$ cat config.mk
export PLATFORM = sky130hd
export DESIGN_NAME = tx_pkt_read_arbiter
export DESIGN_NICKNAME = d
export VERILOG_FILES = /design/src/rtl/tx_pkt_read_arbiter.sv
export SDC_FILE = /design/constraint.sdc
export NUM_CORES = 1
export LEC_CHECK = 0
export BUFFER_PORTS_ARGS = -buffer_cell sky130_fd_sc_hd__clkbuf_2
export CAP_MARGIN = 0
export CORE_AREA = 2 2 178 180
export DETAILED_ROUTE_END_ITERATION = 10
export DIE_AREA = 0 0 180 182
export GPL_ROUTABILITY_DRIVEN = 0
export SETUP_SLACK_MARGIN = 0.3
export SLEW_MARGIN = 25
export SYNTH_ARGS = -nofsm -noshare
export SYNTH_HDL_FRONTEND = slang
export SYNTH_SLANG_ARGS = --single-unit
$ cat constraint.sdc
create_clock -name i_clk -period 2.4 [get_ports i_clk]
set_clock_uncertainty 0.2 [all_clocks]
set_input_delay 0.6 -clock i_clk [delete_from_list [all_inputs] [get_ports i_clk]]
set_output_delay 0.6 -clock i_clk [all_outputs]
set_load 0.02 [all_outputs]
$ cat src/rtl/tx_pkt_read_arbiter.sv
// Round-robin, packet-granular arbiter sharing one packet-buffer read port
// between two transmit ports; returned words are steered to the grant owner.
module tx_pkt_read_arbiter #(
   parameter int TIMEOUT_CYCLES = 1024,
   parameter int CNT_W          = 11
) (
   input  logic          i_clk,
   input  logic          i_rst_n,
   input  logic [15:0]   iv_pkt_raddr_p0,
   input  logic          i_pkt_rd_p0,
   output logic          o_pkt_raddr_ack_p0,
   output logic [133:0]  ov_pkt_data_p0,
   output logic          o_pkt_data_wr_p0,
   input  logic [15:0]   iv_pkt_raddr_p1,
   input  logic          i_pkt_rd_p1,
   output logic          o_pkt_raddr_ack_p1,
   output logic [133:0]  ov_pkt_data_p1,
   output logic          o_pkt_data_wr_p1,
   output logic [15:0]   ov_pkt_raddr,
   output logic          o_pkt_rd,
   input  logic          i_pkt_raddr_ack,
   input  logic [133:0]  iv_pkt_data,
   input  logic          i_pkt_data_wr,
   output logic          o_timeout_pulse,
   output logic          o_stray_data_pulse,
   output logic [1:0]    ov_arb_state
);

   typedef enum logic [1:0] {
      IDLE      = 2'd0,
      ISSUE     = 2'd1,
      WAIT_DATA = 2'd2
   } state_t;

   localparam logic [CNT_W-1:0] LP_CNT_MAX = CNT_W'(TIMEOUT_CYCLES - 1);

   state_t           r_state, w_state_nxt;
   logic             r_owner, w_owner_nxt;
   logic             r_last_grant, w_last_grant_nxt;
   logic [CNT_W-1:0] r_cnt, w_cnt_nxt;
   logic [15:0]      r_raddr, w_raddr_nxt;
   logic             r_rd, w_rd_nxt;
   logic             r_ack_p0, w_ack_p0_nxt;
   logic             r_ack_p1, w_ack_p1_nxt;
   logic [133:0]     r_data_p0, w_data_p0_nxt;
   logic [133:0]     r_data_p1, w_data_p1_nxt;
   logic             r_wr_p0, w_wr_p0_nxt;
   logic             r_wr_p1, w_wr_p1_nxt;
   logic             r_timeout, w_timeout_nxt;
   logic             r_stray, w_stray_nxt;
   logic             w_grant;

   always_comb begin
      // NOTE: every signal gets a default before the case so no path can infer a latch.
      w_state_nxt      = r_state;
      w_owner_nxt      = r_owner;
      w_last_grant_nxt = r_last_grant;
      w_cnt_nxt        = r_cnt;
      w_raddr_nxt      = r_raddr;
      w_rd_nxt         = r_rd;
      w_ack_p0_nxt     = 1'b0;
      w_ack_p1_nxt     = 1'b0;
      w_data_p0_nxt    = '0;
      w_data_p1_nxt    = '0;
      w_wr_p0_nxt      = 1'b0;
      w_wr_p1_nxt      = 1'b0;
      w_timeout_nxt    = 1'b0;
      w_stray_nxt      = 1'b0;
      w_grant          = 1'b0;

      case (r_state)
         IDLE: begin
            w_stray_nxt = i_pkt_data_wr;
            if (i_pkt_rd_p0 || i_pkt_rd_p1) begin
               // On contention the port that did not win last time goes next.
               w_grant          = (i_pkt_rd_p0 && i_pkt_rd_p1) ? ~r_last_grant : i_pkt_rd_p1;
               w_owner_nxt      = w_grant;
               w_last_grant_nxt = w_grant;
               w_raddr_nxt      = w_grant ? iv_pkt_raddr_p1 : iv_pkt_raddr_p0;
               w_rd_nxt         = 1'b1;
               w_state_nxt      = ISSUE;
            end
         end

         ISSUE: begin
            w_stray_nxt = i_pkt_data_wr;
            if (i_pkt_raddr_ack) begin
               w_rd_nxt     = 1'b0;
               w_ack_p0_nxt = ~r_owner;
               w_ack_p1_nxt = r_owner;
               w_cnt_nxt    = '0;
               w_state_nxt  = WAIT_DATA;
            end
         end

         WAIT_DATA: begin
            if (i_pkt_data_wr) begin
               w_cnt_nxt = '0;
               if (r_owner) begin
                  w_data_p1_nxt = iv_pkt_data;
                  w_wr_p1_nxt   = 1'b1;
               end else begin
                  w_data_p0_nxt = iv_pkt_data;
                  w_wr_p0_nxt   = 1'b1;
               end
               // Type 10 (tail) and 11 (single word) both end the packet.
               if (iv_pkt_data[133]) w_state_nxt = IDLE;
            end else if (r_cnt == LP_CNT_MAX) begin
               w_state_nxt   = IDLE;
               w_timeout_nxt = 1'b1;
            end else begin
               w_cnt_nxt = r_cnt + CNT_W'(1);
            end
         end

         default: w_state_nxt = IDLE;
      endcase
   end

   always_ff @(posedge i_clk or negedge i_rst_n) begin
      if (!i_rst_n) begin
         r_state      <= IDLE;
         r_owner      <= 1'b0;
         r_last_grant <= 1'b1;
         r_cnt        <= '0;
         r_raddr      <= '0;
         r_rd         <= 1'b0;
         r_ack_p0     <= 1'b0;
         r_ack_p1     <= 1'b0;
         r_data_p0    <= '0;
         r_data_p1    <= '0;
         r_wr_p0      <= 1'b0;
         r_wr_p1      <= 1'b0;
         r_timeout    <= 1'b0;
         r_stray      <= 1'b0;
      end else begin
         // NOTE: non-blocking assignments so all registers update together from pre-edge values.
         r_state      <= w_state_nxt;
         r_owner      <= w_owner_nxt;
         r_last_grant <= w_last_grant_nxt;
         r_cnt        <= w_cnt_nxt;
         r_raddr      <= w_raddr_nxt;
         r_rd         <= w_rd_nxt;
         r_ack_p0     <= w_ack_p0_nxt;
         r_ack_p1     <= w_ack_p1_nxt;
         r_data_p0    <= w_data_p0_nxt;
         r_data_p1    <= w_data_p1_nxt;
         r_wr_p0      <= w_wr_p0_nxt;
         r_wr_p1      <= w_wr_p1_nxt;
         r_timeout    <= w_timeout_nxt;
         r_stray      <= w_stray_nxt;
      end
   end

   assign ov_pkt_raddr       = r_raddr;
   assign o_pkt_rd           = r_rd;
   assign o_pkt_raddr_ack_p0 = r_ack_p0;
   assign o_pkt_raddr_ack_p1 = r_ack_p1;
   assign ov_pkt_data_p0     = r_data_p0;
   assign ov_pkt_data_p1     = r_data_p1;
   assign o_pkt_data_wr_p0   = r_wr_p0;
   assign o_pkt_data_wr_p1   = r_wr_p1;
   assign o_timeout_pulse    = r_timeout;
   assign o_stray_data_pulse = r_stray;
   assign ov_arb_state       = r_state;

endmodule

==> flow_metrics.env, run 1 <==
export IMPL_status="finished, final reports clean"
export IMPL_root_buffer="clkbuf_16"
export IMPL_synth_most_common_cell="dfrtp_1"
export IMPL_wl_met2_um=14100
export IMPL_hold_viol=0
export IMPL_min_path_type="in2reg"
export IMPL_synthCells=736
export IMPL_fin_ws_ps=393
export IMPL_synth_edf_count=0
export IMPL_ys_seq_elements=306
export IMPL_io_pins=465
export IMPL_dr_first_iter_drc_count=307
export IMPL_syn_num_nets=909
export IMPL_reg2reg_from="r_cnt[1]"
export IMPL_ir_drop_v=0.000576
export IMPL_numPortBuffers=464
export IMPL_avgSynthCellArea_um2=13.9
export IMPL_numCtsBuffers=34
export IMPL_slew_viol_final=0
export IMPL_dr_total_vias=7085
export IMPL_yosysTopAreaCellShare_pct=74.5
export IMPL_htreeDepth=2
export IMPL_grt_max_degree=69
export IMPL_powerDensity_nw_per_um2=930
export IMPL_crit_path_end="ov_arb_state[1]"
export IMPL_clk_pin_slew_ps=60
export IMPL_ys_flop_type="dfrtp_1"
export IMPL_dr_pass1_iters=4
export IMPL_ys_top_cells_by_count="dfrtp_1, and2_1, clkbuf_1"
export IMPL_start_kind="register"
export IMPL_cts_buffer_depth=3
export IMPL_num_rows=65
export IMPL_ys_seq_area_share_pct=74.8
export IMPL_p_leak_nw=8.04
export IMPL_netlist_area_um2=10200
export IMPL_fmax_ghz=0.498
export IMPL_antenna_left=0
export IMPL_slew_headroom_pct=69.4
export IMPL_setup_viol=0
export IMPL_async_flop_share_pct=100
export IMPL_synth_area_leaders="dfrtp_1, and2_1, mux2i_1"
export IMPL_overflow=0
export IMPL_dp_cells=1581
export IMPL_min_period_ps=2010
export IMPL_cp_num_buf_inv=1
export IMPL_r2r_cells=5
export IMPL_cp_top_family="flip-flops"
export IMPL_avgRoutedWirePerCell_um=16.9
export IMPL_viasPerCell=4.32
export IMPL_crit_type="reg2out"
export IMPL_drive_gt1_share_pct=43.8
export IMPL_worst_slew_pin_slew_ps=452
export IMPL_place_ws_ps=232
export IMPL_rr_endpoint="r_cnt[9]"
export IMPL_tritoncts="done"
export IMPL_met1_length_um=10800
export IMPL_critical_path_max_fanout=8
export IMPL_drc=0
export IMPL_dieWidth_um=180
export IMPL_final_cell_count_no_fill=1641
export IMPL_slowest_delay_ps=490
export IMPL_tns_ps=0
export IMPL_arrival_ps=1210
export IMPL_r2r_slack_ps=410
export IMPL_endpoint_kind="output port"
export IMPL_grt_use_total_pct=16.6
export IMPL_antenna_found_initial=1
export IMPL_syn_to_final_growth_pct=39.6
export IMPL_grt_pass1_wl_um=42100
export IMPL_yosys_cell_types_count=39
export IMPL_cp_data_required_time_ps=1600
export IMPL_start_util_pct=33.1
export IMPL_dp_final_hpwl_um=20400
export IMPL_die_area_um2=32800
export IMPL_rsz0062_at_grt="false"
export IMPL_wl_met3_um=2020
export IMPL_grt_pass1_vias=7223
export IMPL_synth_warnings=0
export IMPL_wl_um=27800
export IMPL_finalCritPeriodShare_pct=83.6
export IMPL_maxCapViolCount=0
export IMPL_synth_top_area_cell="dfrtp_1"
export IMPL_final_nets=1391
export IMPL_cp_num_cells=1
export IMPL_clkLatencyLatePin_ps=490
export IMPL_core_area_um2=31000
export IMPL_cp_cell_sequence="clkbuf_2"
export IMPL_topRoutingLayerUsed="met4"
export IMPL_critical_path_slowest_cell="dfrtp_1"
export IMPL_die_y_um=182
export IMPL_cts_sinks=306
export IMPL_startpoint="ov_arb_state[1]"
state kept, by name, summed over array words and instances (netlist names), 2 cells and up:
register        count
ov_pkt_data_p0    134
ov_pkt_data_p1    134
ov_pkt_raddr       16
r_cnt              11
ov_arb_state        2
per-layer routing:
metal | vias to the layer above | track usage, %
li1 | 3281 | -
met1 | 3453 | 19.5
met2 | 293 | 28.6
met3 | 58 | 4.85
met4 | 0 | 6.47
met5 | - | 0
worst min path at each step:
| stage | start | end | slack (ps) | cells after the start |
|---|---|---|---|---|
| floorplan | i_rst_n | o_pkt_data_wr_p0 | 100 | 0 |
| global placement | ov_pkt_raddr[11] | ov_pkt_raddr[11] | 270 | 2 |
| detailed placement | ov_pkt_raddr[4] | ov_pkt_raddr[4] | 280 | 2 |
| CTS | iv_pkt_data[35] | ov_pkt_data_p1[35] | 90 | 2 |
| global route | iv_pkt_data[3] | ov_pkt_data_p1[3] | 100 | 2 |
| finish | iv_pkt_data[35] | ov_pkt_data_p1[35] | 120 | 2 |
cell usage in the layout (no fill, tap or decap), drive strengths merged, types with 2 or more instances in the layout:
| master | Yosys | final |
|---|---|---|
| and2 | 270 | 270 |
| nand3 | 2 | 2 |
| nor2 | 9 | 9 |
| inv | 3 | 5 |
| a21oi | 7 | 7 |
| nand2b | 2 | 2 |
| and3 | 2 | 2 |
| nor3 | 4 | 4 |
| dfrtp | 305 | 305 |
| mux2i | 18 | 18 |
| o21a | 2 | 2 |
| a21boi | 2 | 2 |
| a31oi | 5 | 5 |
| o41a | 1 | 2 |
| clkinv | 0 | 2 |
| clkbuf | 33 | 514 |
| buf | 6 | 20 |
| nand4 | 2 | 2 |
| o21ai | 21 | 21 |
| nand2 | 28 | 28 |
layout make-up:
class                           count  area, µm²
Sequential cell                   306       7660
Fill cell                        2854      16700
Multi-Input combinational cell    389       2460
Clock buffer                       51       1030
Tap cell                          402        503
Timing Repair Buffer              484       2580
Antenna cell                        1       2.50
Inverter                            3       11.3
Clock inverter                      5       57.6
through the flow:
step           hold slack, ps  util [%]  area, µm²  power, W
2_1_floorplan             104         -      10200   0.00729
3_3_place_gp              265      42.5      13200   0.00836
3_5_place_dp              275      42.5      13200   0.00839
4_1_cts                  92.2      46.0      14300    0.0135
5_1_grt                   102      46.1      14300    0.0140
6_report                  117      46.1      14300    0.0133
cells by family (layout without fill, tap and decap cells):
family / count (synthesis) / count (layout) / synth area share, %
AOI/OAI and AO/OA: 45 / 46 / 2.69
adders and majority gates: 1 / 1 / 0.122
buffers and inverters: 42 / 543 / 1.71
DFF: 306 / 306 / 74.8
muxes: 18 / 18 / 1.76
other: 0 / 1 / 0
and+or+nand+nor: 324 / 324 / 18.9
power by group:
group,switching [W],internal [W],total (W)
combinational,0.00156,0.000828,0.00238
clock,0.00196,0.00305,0.00501
sequential,0.000235,0.00568,0.00591
timing repair:
| item | in CTS | in global routing |
|---|---|---|
| buffers inserted | 0 | 1 |
| setup endpoints to repair | 9 | 11 |
| pin swaps | 1 | 2 |
| resized for setup | 0 | 4 |
| gates cloned | 0 | 1 |
| hold endpoints to repair | 35 | 0 |
| hold buffers | 1 | 0 |
No activity file was read; power rests on OpenSTA's default activity.
==> run 2, diff against run 1 <==
--- a/config.mk
+++ b/config.mk
@@ -5,6 +5,7 @@
 export SDC_FILE = /design/constraint.sdc
 export NUM_CORES = 1
 export LEC_CHECK = 0
+export ABC_AREA = 1
 export BUFFER_PORTS_ARGS = -buffer_cell sky130_fd_sc_hd__clkbuf_2
 export CAP_MARGIN = 0
 export CORE_AREA = 2 2 178 180
==> constraint.sdc (replaced) <==
create_clock -name i_clk -period 2.1 [get_ports i_clk]
set_clock_uncertainty 0.2 [all_clocks]
set_input_delay 0.525 -clock i_clk [delete_from_list [all_inputs] [get_ports i_clk]]
set_output_delay 0.525 -clock i_clk [all_outputs]
set_load 0.02 [all_outputs]
==> run 2 against run 1 <==
Against the previous run:
- die area did not move
- flip-flop and latch count is the same
- largest power group unchanged
- critical path depth stayed put
- total power up 23%
- sequential share of layout area decreased by 9.5 points
- area after synthesis fell by 0.22%
==> flow_metrics.env, run 2 <==
export IMPL_status="finished, final reports clean"
export IMPL_rsz0062_at_grt="true"
export IMPL_place_ws_ps=245
export IMPL_synth_area_leaders="dfrtp_1, nor2_1, inv_1"
export IMPL_netlist_area_um2=10200
export IMPL_start_kind="register"
export IMPL_p_int_w=0.0116
export IMPL_avgRoutedWirePerCell_um=16.8
export IMPL_syn_num_nets=1099
export IMPL_yosysTopAreaCellShare_pct=74.7
export IMPL_critical_path_max_fanout=1
export IMPL_slew_headroom_pct=69.2
export IMPL_numPortBuffers=464
export IMPL_final_common_cell="dfrtp_1"
export IMPL_powerDensity_nw_per_um2=944
export IMPL_antenna_found_initial=0
export IMPL_dr_total_vias=8432
export IMPL_core_area_um2=31000
export IMPL_cp_top_family="flip-flops"
export IMPL_p_switching_w=0.00477
export IMPL_grt_max_degree=75
export IMPL_clockPowerShare_pct=35.0
export IMPL_avgSynthCellArea_um2=11.0
export IMPL_mostFrequentLayoutCells="dfrtp_1, nor2_1, buf_6, clkbuf_2, inv_1"
export IMPL_async_flop_share_pct=100
export IMPL_drc=0
export IMPL_dr_pass1_iters=7
export IMPL_power_share_combinational_pct=23.4
export IMPL_grt_pass1_wl_um=47000
export IMPL_overflow=0
export IMPL_dp_final_hpwl_um=20700
export IMPL_min_period_ps=1850
export IMPL_start_util_pct=33.0
export IMPL_switching_share_pct=29.1
export IMPL_maxCapViolCount=0
export IMPL_endpoint_kind="output port"
export IMPL_fin_ws_ps=246
export IMPL_syn_to_final_growth_pct=70.2
export IMPL_numCtsBuffers=31
export IMPL_worst_slew_pin_slew_ps=461
export IMPL_ys_top_cells_by_count="dfrtp_1, nor2_1, inv_1"
export IMPL_cts_buffer_depth=3
export IMPL_htreeDepth=1
export IMPL_synth_edf_count=0
export IMPL_seqPwrFrac_pct=41.6
export IMPL_clk_pin_slew_ps=60
export IMPL_critical_path_slowest_cell="dfrtp_1"
export IMPL_slowest_delay_ps=420
export IMPL_ys_seq_area_share_pct=74.9
export IMPL_grt_use_total_pct=18.1
export IMPL_final_core_util_pct=56.1
export IMPL_dr_first_iter_drc_count=384
export IMPL_final_nets=1707
export IMPL_tns_ps=0
export IMPL_setup_viol=0
export IMPL_fillCellCount=2455
export IMPL_dieWidth_um=180
export IMPL_synth_top_area_cell="dfrtp_1"
export IMPL_ir_drop_v=0.000720
export IMPL_num_rows=65
export IMPL_cp_data_required_time_ps=1370
export IMPL_grt_pass1_vias=8734
export IMPL_fmax_ghz=0.539
export IMPL_root_buffer="clkbuf_16"
export IMPL_slew_viol_final=0
export IMPL_cp_cell_sequence="buf_6"
export IMPL_crit_type="reg2out"
export IMPL_antenna_left=0
export IMPL_viasPerCell=4.30
export IMPL_io_pins=465
export IMPL_die_area_um2=32800
export IMPL_yosys_cell_types_count=23
export IMPL_die_y_um=182
export IMPL_ys_seq_elements=306
export IMPL_min_path_type="in2reg"
export IMPL_p_leak_nw=9.69
export IMPL_synth_most_common_cell="dfrtp_1"
export IMPL_synth_warnings=0
export IMPL_ys_flop_type="dfrtp_1"
export IMPL_cts_sinks=306
export IMPL_clkLatencyLatePin_ps=550
export IMPL_tritoncts="done"
export IMPL_drive_gt1_share_pct=35.6
export IMPL_hold_viol=0
export IMPL_arrival_ps=1130
export IMPL_wl_um=32900
export IMPL_finalCritPeriodShare_pct=88.3
export IMPL_antenna_cells=0
export IMPL_synthCells=926
export IMPL_cp_num_buf_inv=1
[run 2: changes by cell type after synthesis, moves of 13 or more]
| cell | delta |
|---|---|
| nor2_1 | +292 |
| and2_1 | -270 |
| inv_1 | +146 |
| nand2_1 | +36 |
| mux2i_1 | -18 |
| clkbuf_1 | -15 |
| o21ai_0 | +15 |
| nand3_1 | +14 |
| buf_6 | +13 |
[run 2: cell type report]
cell class / instances / area (µm²) / share of cell area (%)
clock buffer: 49 / 943 / 5.43
multi-input combinational: 432 / 1760 / 10.1
tap: 402 / 503 / 2.89
clock inverter: 8 / 125 / 0.720
timing repair buffer: 609 / 5810 / 33.4
sequential: 306 / 7660 / 44.1
inverter: 154 / 583 / 3.35
[run 2: cells by family (layout without fill, tap and decap cells)]
| family | after synthesis | in the layout | synth area share, % |
|---|---|---|---|
| and+or+nand+nor | 387 | 387 | 14.7 |
| adders and majority gates | 1 | 1 | 0.122 |
| buffers and inverters | 188 | 820 | 7.99 |
| DFF | 306 | 306 | 74.9 |
| xor gates and xnor gates | 2 | 2 | 0.171 |
| AOI/OAI and AO/OA | 42 | 42 | 2.11 |
[run 2: what timing repair did]
| item | in CTS | in global routing |
|---|---|---|
| hold endpoints to repair | 341 | 0 |
| pin swaps | 0 | 1 |
| setup endpoints to repair | 293 | 315 |
| resized for setup | 114 | 745 |
| setup buffers | 3 | 5 |
| hold buffers | 118 | 0 |
[run 2: metal layers]
layer	global-route usage (%)	share of wire [%]
met5	0	0
met4	5.63	3.3
met3	5.23	8.8
met2	31.1	51
met1	22.1	37
[run 2: stage by stage]
stage	std cells	hold slack [ps]	total power [W]	cell area, µm²
3_5_place_dp	1777	230	0.00965	13100
5_1_grt	1960	2.31	0.0171	17400
6_report	1960	21.2	0.0164	17400
2_1_floorplan	926	29.4	0.00840	10200
3_3_place_gp	1777	225	0.00961	13100
4_1_cts	1955	1.29	0.0158	15800
[run 2: power groups by stage]
stage / Combinational (W) / Clock (W) / Sequential [W]
after CTS: 0.00324 / 0.00587 / 0.00671
final: 0.00384 / 0.00575 / 0.00682
after global routing: 0.00413 / 0.00613 / 0.00688
after detailed placement: 0.00284 / 0 / 0.00681
after floorplan: 0.000948 / 0 / 0.00745
after global placement: 0.00281 / 0 / 0.00681
[run 2: worst register-to-register path: stages (launching register included)]
cell     delay, ps
dfrtp_1        420
inv_1          140
nand2_2        140
nor3_4         220
inv_4          140
buf_12         210
nor2_1         200
[run 2: path summary, 6_finish.rpt]
| kind | from | slack (ps) | to | cells past startpoint |
|---|---|---|---|---|
| min reg2reg | r_cnt[10] | 260 | o_timeout_pulse | 1 |
| max | ov_pkt_data_p1[16] | 250 | ov_pkt_data_p1[16] | 1 |
| max in group asynchronous | i_rst_n | 820 | r_last_grant | 3 |
| max reg2reg | ov_arb_state[0] | 350 | ov_pkt_data_p0[23] | 6 |
| min | iv_pkt_data[94] | 20 | ov_pkt_data_p0[94] | 3 |
| min in group asynchronous | i_rst_n | 240 | ov_pkt_data_p0[98] | 2 |
